--- src/rtl/bht_update_unit.sv ---
// ---------------------------------------------------------------------------
// bht_update_unit
//
// Resolution-side companion to the branch history table. Every prediction
// issued at fetch is queued in program order as {addr, state}. When execute
// resolves the oldest branch, the unit computes the next 2-bit counter value,
// writes it back to the BHT one cycle later and flags a mispredict, which
// also flushes every younger in-flight entry.
//
// Ports:
//   clk, rst_n              clock, asynchronous active-low reset
//   pred_valid/pred_ready   prediction record handshake (fetch side)
//   pred_addr, pred_state   BHT index and counter read at prediction time
//   res_valid/res_ready     resolve handshake (execute side, oldest first)
//   res_taken               actual branch direction
//   wr_en, wr_addr, wr_data registered one-cycle BHT write
//   mispredict, mp_addr     registered one-cycle mispredict pulse and index
//   count                   number of in-flight entries
// ---------------------------------------------------------------------------
module bht_update_unit #(
  parameter int AW    = 10,
  parameter int DEPTH = 4
) (
  input  logic                       clk,
  input  logic                       rst_n,
  input  logic                       pred_valid,
  input  logic [AW-1:0]              pred_addr,
  input  logic [1:0]                 pred_state,
  output logic                       pred_ready,
  input  logic                       res_valid,
  input  logic                       res_taken,
  output logic                       res_ready,
  output logic                       wr_en,
  output logic [AW-1:0]              wr_addr,
  output logic [1:0]                 wr_data,
  output logic                       mispredict,
  output logic [AW-1:0]              mp_addr,
  output logic [$clog2(DEPTH+1)-1:0] count
);

  localparam int PW = $clog2(DEPTH);
  localparam int CW = $clog2(DEPTH+1);

  logic [AW-1:0] addr_mem  [DEPTH];
  logic [1:0]    state_mem [DEPTH];
  logic [PW-1:0] rd_ptr;
  logic [PW-1:0] wr_ptr;

  logic          push;
  logic          pop;
  logic [AW-1:0] head_addr;
  logic [1:0]    head_state;
  logic [1:0]    res_state;
  logic          res_mp;
  logic [1:0]    push_state;

  // Readiness depends on occupancy only, so a same-cycle pop never frees
  // a slot and a same-cycle push never makes an empty queue resolvable.
  assign pred_ready = (count != CW'(DEPTH));
  assign res_ready  = (count != '0);
  assign push       = pred_valid && pred_ready;
  assign pop        = res_valid && res_ready;

  assign head_addr  = addr_mem[rd_ptr];
  assign head_state = state_mem[rd_ptr];

  // Next counter value for the oldest entry and whether its predicted
  // direction (state[1]) was wrong.
  always_comb begin
    res_state = 2'b00;
    if (res_taken) begin
      res_state = (head_state == 2'b00) ? 2'b01 : 2'b11;
    end else begin
      res_state = (head_state == 2'b11) ? 2'b10 : 2'b00;
    end
  end

  assign res_mp = pop && (res_taken != head_state[1]);

  // A new record takes the freshest counter for its branch: the value being
  // resolved this cycle wins over the write still pending on the BHT port,
  // which in turn wins over the possibly stale value fetch read.
  always_comb begin
    push_state = pred_state;
    if (pop && (pred_addr == head_addr)) begin
      push_state = res_state;
    end else if (wr_en && (wr_addr == pred_addr)) begin
      push_state = wr_data;
    end
  end

  // Queue storage needs no reset. Younger entries of the resolved branch are
  // refreshed with the new counter; on a mispredict these updates and any
  // push land in slots the pointer flush discards anyway.
  always_ff @(posedge clk) begin
    if (pop) begin
      for (int i = 0; i < DEPTH; i++) begin
        if (addr_mem[i] == head_addr) begin
          state_mem[i] <= res_state;
        end
      end
    end
    if (push) begin
      addr_mem[wr_ptr]  <= pred_addr;
      state_mem[wr_ptr] <= push_state;
    end
  end

  // Pointers and occupancy; a mispredict empties the queue by equalising
  // the pointers just past the resolved entry.
  always_ff @(posedge clk or negedge rst_n) begin
    if (!rst_n) begin
      rd_ptr <= '0;
      wr_ptr <= '0;
      count  <= '0;
    end else if (res_mp) begin
      rd_ptr <= rd_ptr + PW'(1);
      wr_ptr <= rd_ptr + PW'(1);
      count  <= '0;
    end else begin
      if (pop) begin
        rd_ptr <= rd_ptr + PW'(1);
      end
      if (push) begin
        wr_ptr <= wr_ptr + PW'(1);
      end
      count <= count + CW'(push) - CW'(pop);
    end
  end

  // Registered BHT write and mispredict pulses, one cycle after the resolve.
  always_ff @(posedge clk or negedge rst_n) begin
    if (!rst_n) begin
      wr_en      <= 1'b0;
      wr_addr    <= '0;
      wr_data    <= 2'b00;
      mispredict <= 1'b0;
      mp_addr    <= '0;
    end else begin
      wr_en      <= pop;
      mispredict <= res_mp;
      if (pop) begin
        wr_addr <= head_addr;
        wr_data <= res_state;
      end
      if (res_mp) begin
        mp_addr <= head_addr;
      end
    end
  end

endmodule
--- config.mk ---
export PLATFORM = sky130hd
export DESIGN_NAME = bht_update_unit
export DESIGN_NICKNAME = d
export VERILOG_FILES = /design/src/rtl/bht_update_unit.sv
export SDC_FILE = /design/constraint.sdc
export NUM_CORES = 1
export LEC_CHECK = 0
export ABC_AREA = 1
export CORE_MARGIN = 4
export CORE_UTILIZATION = 45
export DETAILED_ROUTE_END_ITERATION = 8
export DONT_BUFFER_PORTS = 1
export GPL_ROUTABILITY_DRIVEN = 0
export GPL_TIMING_DRIVEN = 0
export PLACE_DENSITY = 0.63
export SYNTH_ARGS = -nofsm -noshare
export SYNTH_HDL_FRONTEND = slang
export SYNTH_SLANG_ARGS = --single-unit
export TNS_END_PERCENT = 10
--- constraint.sdc ---
create_clock -name clk -period 2.5 [get_ports clk]
set_input_delay 0.25 -clock clk [delete_from_list [all_inputs] [get_ports clk]]
set_output_delay 0.25 -clock clk [all_outputs]
set_load 0.01 [all_outputs]
==> results.txt <==
* Dominant synthesized flop cell: sky130_fd_sc_hd__edfxtp_1
* Share of power burned in combinational logic: 49.4%
- Die footprint: 11600 um2
- CTS Sinks: 79
- Power spread over the standard cell area amounts to 1280 nW/um2.
- Die Y: 108 um
- The final layout contains routed wiring with a total length of 12400 um.
- Sum Neg Setup Slack: 0 ps
- Number of rows created at floorplan: 36
- Worst Setup Start Kind: flip-flop
* Type of the worst setup path: reg2reg
- Of all cell types, the one taking the most synthesized area is sky130_fd_sc_hd__edfxtp_1.
* RSZ-0062 raised after global routing: false
* Top cell type's share of synthesized area: 32.3%
- Fraction of layout instances using a drive strength above 1: 11.5%
* Element type at the critical path end: flip-flop
- The most critical setup path has its endpoint at count[1].
- The tree is rooted in a sky130_fd_sc_hd__clkbuf_8.
- Synthesis Warnings: 0
* Max-slew headroom at the worst pin: 52.8%
- The pre-antenna-repair detailed-routing pass consisted of 6 iterations.
- Maximum vdd drop: 806 uV
- Hold Violations, Final: 0
* Internal reg-to-reg setup slack: 170 ps
- Unique cell type count in the Yosys netlist: 35
- The initial utilization of the core area, before any placement, comes to 45.9%.
- Summing every instance area after synthesis gives 4460 um2.
- Across the run, the number of max-cap violations was 0.
- Number of CTS-inserted buffers: 9
- Detailed-route wire length per cell: 18.0 um
- In this run the critical register-to-register path is captured at count[1].
- In the post-route analysis, the smallest setup slack over all paths is 169 ps.
- Static timing analysis puts the maximum clock frequency at 429 MHz.
- After the first detailed-routing iteration, the DRC count stood at 351.
* CP Data Arrival Time: 2630 ps
- After layout, the worst path uses 93.2% of the clock period.
- At the later pin of the worst-skew pair, clock insertion delay measures 360 ps.
- Via count: 3603
- Antenna violations before repair: 0
- Detailed placement HPWL: 9090 um
- Mean cell area of the mapped netlist: 8.44 um2
- For this run, the share of the core covered by cells in the final layout is 51.2%.
* All-Layer GR Usage: 22.8%
* Nets in the synthesized netlist: 553
- Buffers from clock root to sink, at most: 2
- During placement, the flow inserted port buffers numbering 0.
* Slew at the pin with the worst max-slew slack: 707 ps
- Wire length of the first global-routing pass: 19500 um
- In this run the remaining antenna-violating nets after routing total 0.
* Vias per cell: 5.22
- Of all nets on the critical path, the largest fanout is 18.
* Final total power: 6.39 mW
- Vias in the first global route: 3552
* Count of flip-flops with a built-in enable after synthesis: 48
* Internal power consumption: 3.38 mW
- Clock-pin slew was measured on the worst setup and hold paths at 70 ps.
- In this run the count of I/O pins placed on the die edge is 46.
* Worst reg-to-reg path cell count: 11
* Area growth, synth to finish: 11.7%
- Part of the total power dissipated in sequential elements: 35.2%
- Grt ovf: 0
* Fillcell total: 964
- Path category of the worst min-delay check: in2reg
- The flow ran to the end, and the final reports show no timing, DRC or antenna violations.
* CTS tree: built
- At the worst endpoint, the required time is 2800 ps.
- Sequential fraction of the synthesis area: 49.7%
* Switching part of the total power: 47.2%
- Maximum clock skew at final layout: 13.8 ps
* Number of design rule violations left after detail routing: 0
- Total leakage power: 2.38 nW
- For this design the total switching power over the nets is 3.02 mW.
- Pre-CTS WS: -606 ps
* Die W: 108 um
- The worst register-to-register path begins at count[1].
- After technology mapping, the gate count stands at 529.
- The number of pins exceeding their max-slew limit in the final report was 0.
- Critical path launch point: count[1]
- Min Clock Period, post-route: 2330 ps
- The repair_antennas step left the layout with diodes totalling 0.
- The synthesized design contains 79 register bits.
- The net count of the finished layout is 576.
- Proportion of synthesized flip-flops having asynchronous set or reset: 39.2%
- By area the synthesized netlist is led by sky130_fd_sc_hd__edfxtp_1 (32%), sky130_fd_sc_hd__dfrtp_1 (17%), sky130_fd_sc_hd__nand2_1 (14%), sky130_fd_sc_hd__inv_1 (7.0%), sky130_fd_sc_hd__xor2_1 (3.9%).
* Core box area: 9730 um2
- Entering global routing, the biggest net connects 32 pins.
- Clock network power share: 15.4%
* Total setup violations reported at the end of the flow: 0
- H-tree depth: 3
-- sequential cells by signal, summed over array words and instances (netlist names) --
register and cells:
addr_mem 40, count 3, mispredict 1, mp_addr 10, rd_ptr 2, state_mem 8, wr_addr 10, wr_data 2
wr_en 1, wr_ptr 2
-- placed cells by master, fill, tap and decap left out, types with 9 or more instances in the layout --
| master | n |
|---|---|
| sky130_fd_sc_hd__nand2_1 | 163 |
| sky130_fd_sc_hd__inv_1 | 83 |
| sky130_fd_sc_hd__edfxtp_1 | 48 |
| sky130_fd_sc_hd__o21ai_0 | 33 |
| sky130_fd_sc_hd__nand3_1 | 30 |
| sky130_fd_sc_hd__dfrtp_1 | 30 |
| sky130_fd_sc_hd__nor2_1 | 23 |
| sky130_fd_sc_hd__xor2_1 | 20 |
| sky130_fd_sc_hd__nand3_2 | 14 |
| sky130_fd_sc_hd__nand2_2 | 13 |
| sky130_fd_sc_hd__dlygate4sd3_1 | 11 |
| sky130_fd_sc_hd__clkbuf_8 | 9 |
-- synth_stat cells, types with 4 or more instances --
master                     instances
sky130_fd_sc_hd__nor3_1            7
sky130_fd_sc_hd__nand2_1         164
sky130_fd_sc_hd__a21oi_1           5
sky130_fd_sc_hd__o211ai_1          4
sky130_fd_sc_hd__inv_1            83
sky130_fd_sc_hd__edfxtp_1         48
sky130_fd_sc_hd__inv_2             4
sky130_fd_sc_hd__o22ai_1           4
sky130_fd_sc_hd__nand4_1           6
sky130_fd_sc_hd__nor2_1           23
sky130_fd_sc_hd__o21ai_0          33
sky130_fd_sc_hd__nand3_2          14
sky130_fd_sc_hd__nand2_2          13
sky130_fd_sc_hd__buf_2             4
sky130_fd_sc_hd__buf_6             4
sky130_fd_sc_hd__dfrtp_1          31
sky130_fd_sc_hd__ha_1              6
sky130_fd_sc_hd__xor2_1           20
sky130_fd_sc_hd__nand3_1          30
-- logic make-up after synthesis --
| kind of cell | Yosys count | share of synthesized area, % |
|---|---|---|
| adders and majority gates | 7 | 2.13 |
| AOI/OAI and AO/OA | 51 | 6.25 |
| buffers and inverters | 99 | 9.19 |
| xor gates and xnor gates | 23 | 4.51 |
| DFF | 79 | 49.7 |
| and+or+nand+nor | 270 | 28.3 |
-- layer usage --
layer	up-vias	share of wire [%]	wire (um)	GRT usage (%)
li1	1742	-	-	-
met1	1695	42	5250	29.9
met2	146	47	5820	36.3
met3	20	8.6	1070	5.16
met4	0	2.1	262	9.74
met5	-	0	0	0
-- worst min path at each step --
stage                     depth (start not counted)         endpoint      start
after floorplan                                   0         count[0]      rst_n
after global placement                            0        wr_ptr[1]      rst_n
after detailed placement                          0       mispredict      rst_n
after CTS                                         2  state_mem[3][0]  res_taken
after global routing                              2  state_mem[0][0]  res_taken
final                                             2  state_mem[0][0]  res_taken
-- power groups by stage --
stage / clock network, mW / logic, mW / registers, mW
finish: 0.984 / 3.16 / 2.25
global route: 1.04 / 3.55 / 2.31
CTS: 0.995 / 3.12 / 2.26
detailed placement: 0 / 3.05 / 2.28
global placement: 0 / 3.00 / 2.27
floorplan: 0 / 2.27 / 2.17
-- cell type report --
class	count	area [um2]	share of cell area [%]
timing repair buffer	13	138	2.76
inverter	88	338	6.78
clock buffer	14	164	3.29
tap	133	166	3.34
sequential	79	2220	44.5
buffer	10	78.8	1.58
clock inverter	2	38.8	0.778
multi-input combinational	351	1840	37.0
-- per-stage QoR --
step | hold WS (ps) | instance area [um2] | std cells
floorplan | -45.6 | 4470 | 529
CTS | 75.9 | 4970 | 689
global placement | -44.8 | 4630 | 662
detailed placement | -44.8 | 4630 | 662
global route | 95.1 | 4990 | 690
finish | 89.6 | 4990 | 690
-- worst max-delay path, cell delays in order (launching register included) --
cell and delay (ps):
sky130_fd_sc_hd__dfrtp_2 470, sky130_fd_sc_hd__nor2_1 120, sky130_fd_sc_hd__nand2_1 150, sky130_fd_sc_hd__nand2_4 180, sky130_fd_sc_hd__inv_8 80, sky130_fd_sc_hd__ha_1 290, sky130_fd_sc_hd__inv_1 50, sky130_fd_sc_hd__ha_1 130
sky130_fd_sc_hd__inv_1 50, sky130_fd_sc_hd__fa_1 440, sky130_fd_sc_hd__or2_1 240, sky130_fd_sc_hd__inv_1 50
-- repair_timing --
item,CTS,global route
gates resized for setup,4,2
pin swaps,0,1
setup buffers,0,1
endpoints found under the hold margin,71,0
hold buffers,12,0
endpoints found under the setup margin,3,6
No activity file was read; power rests on OpenSTA's default activity.
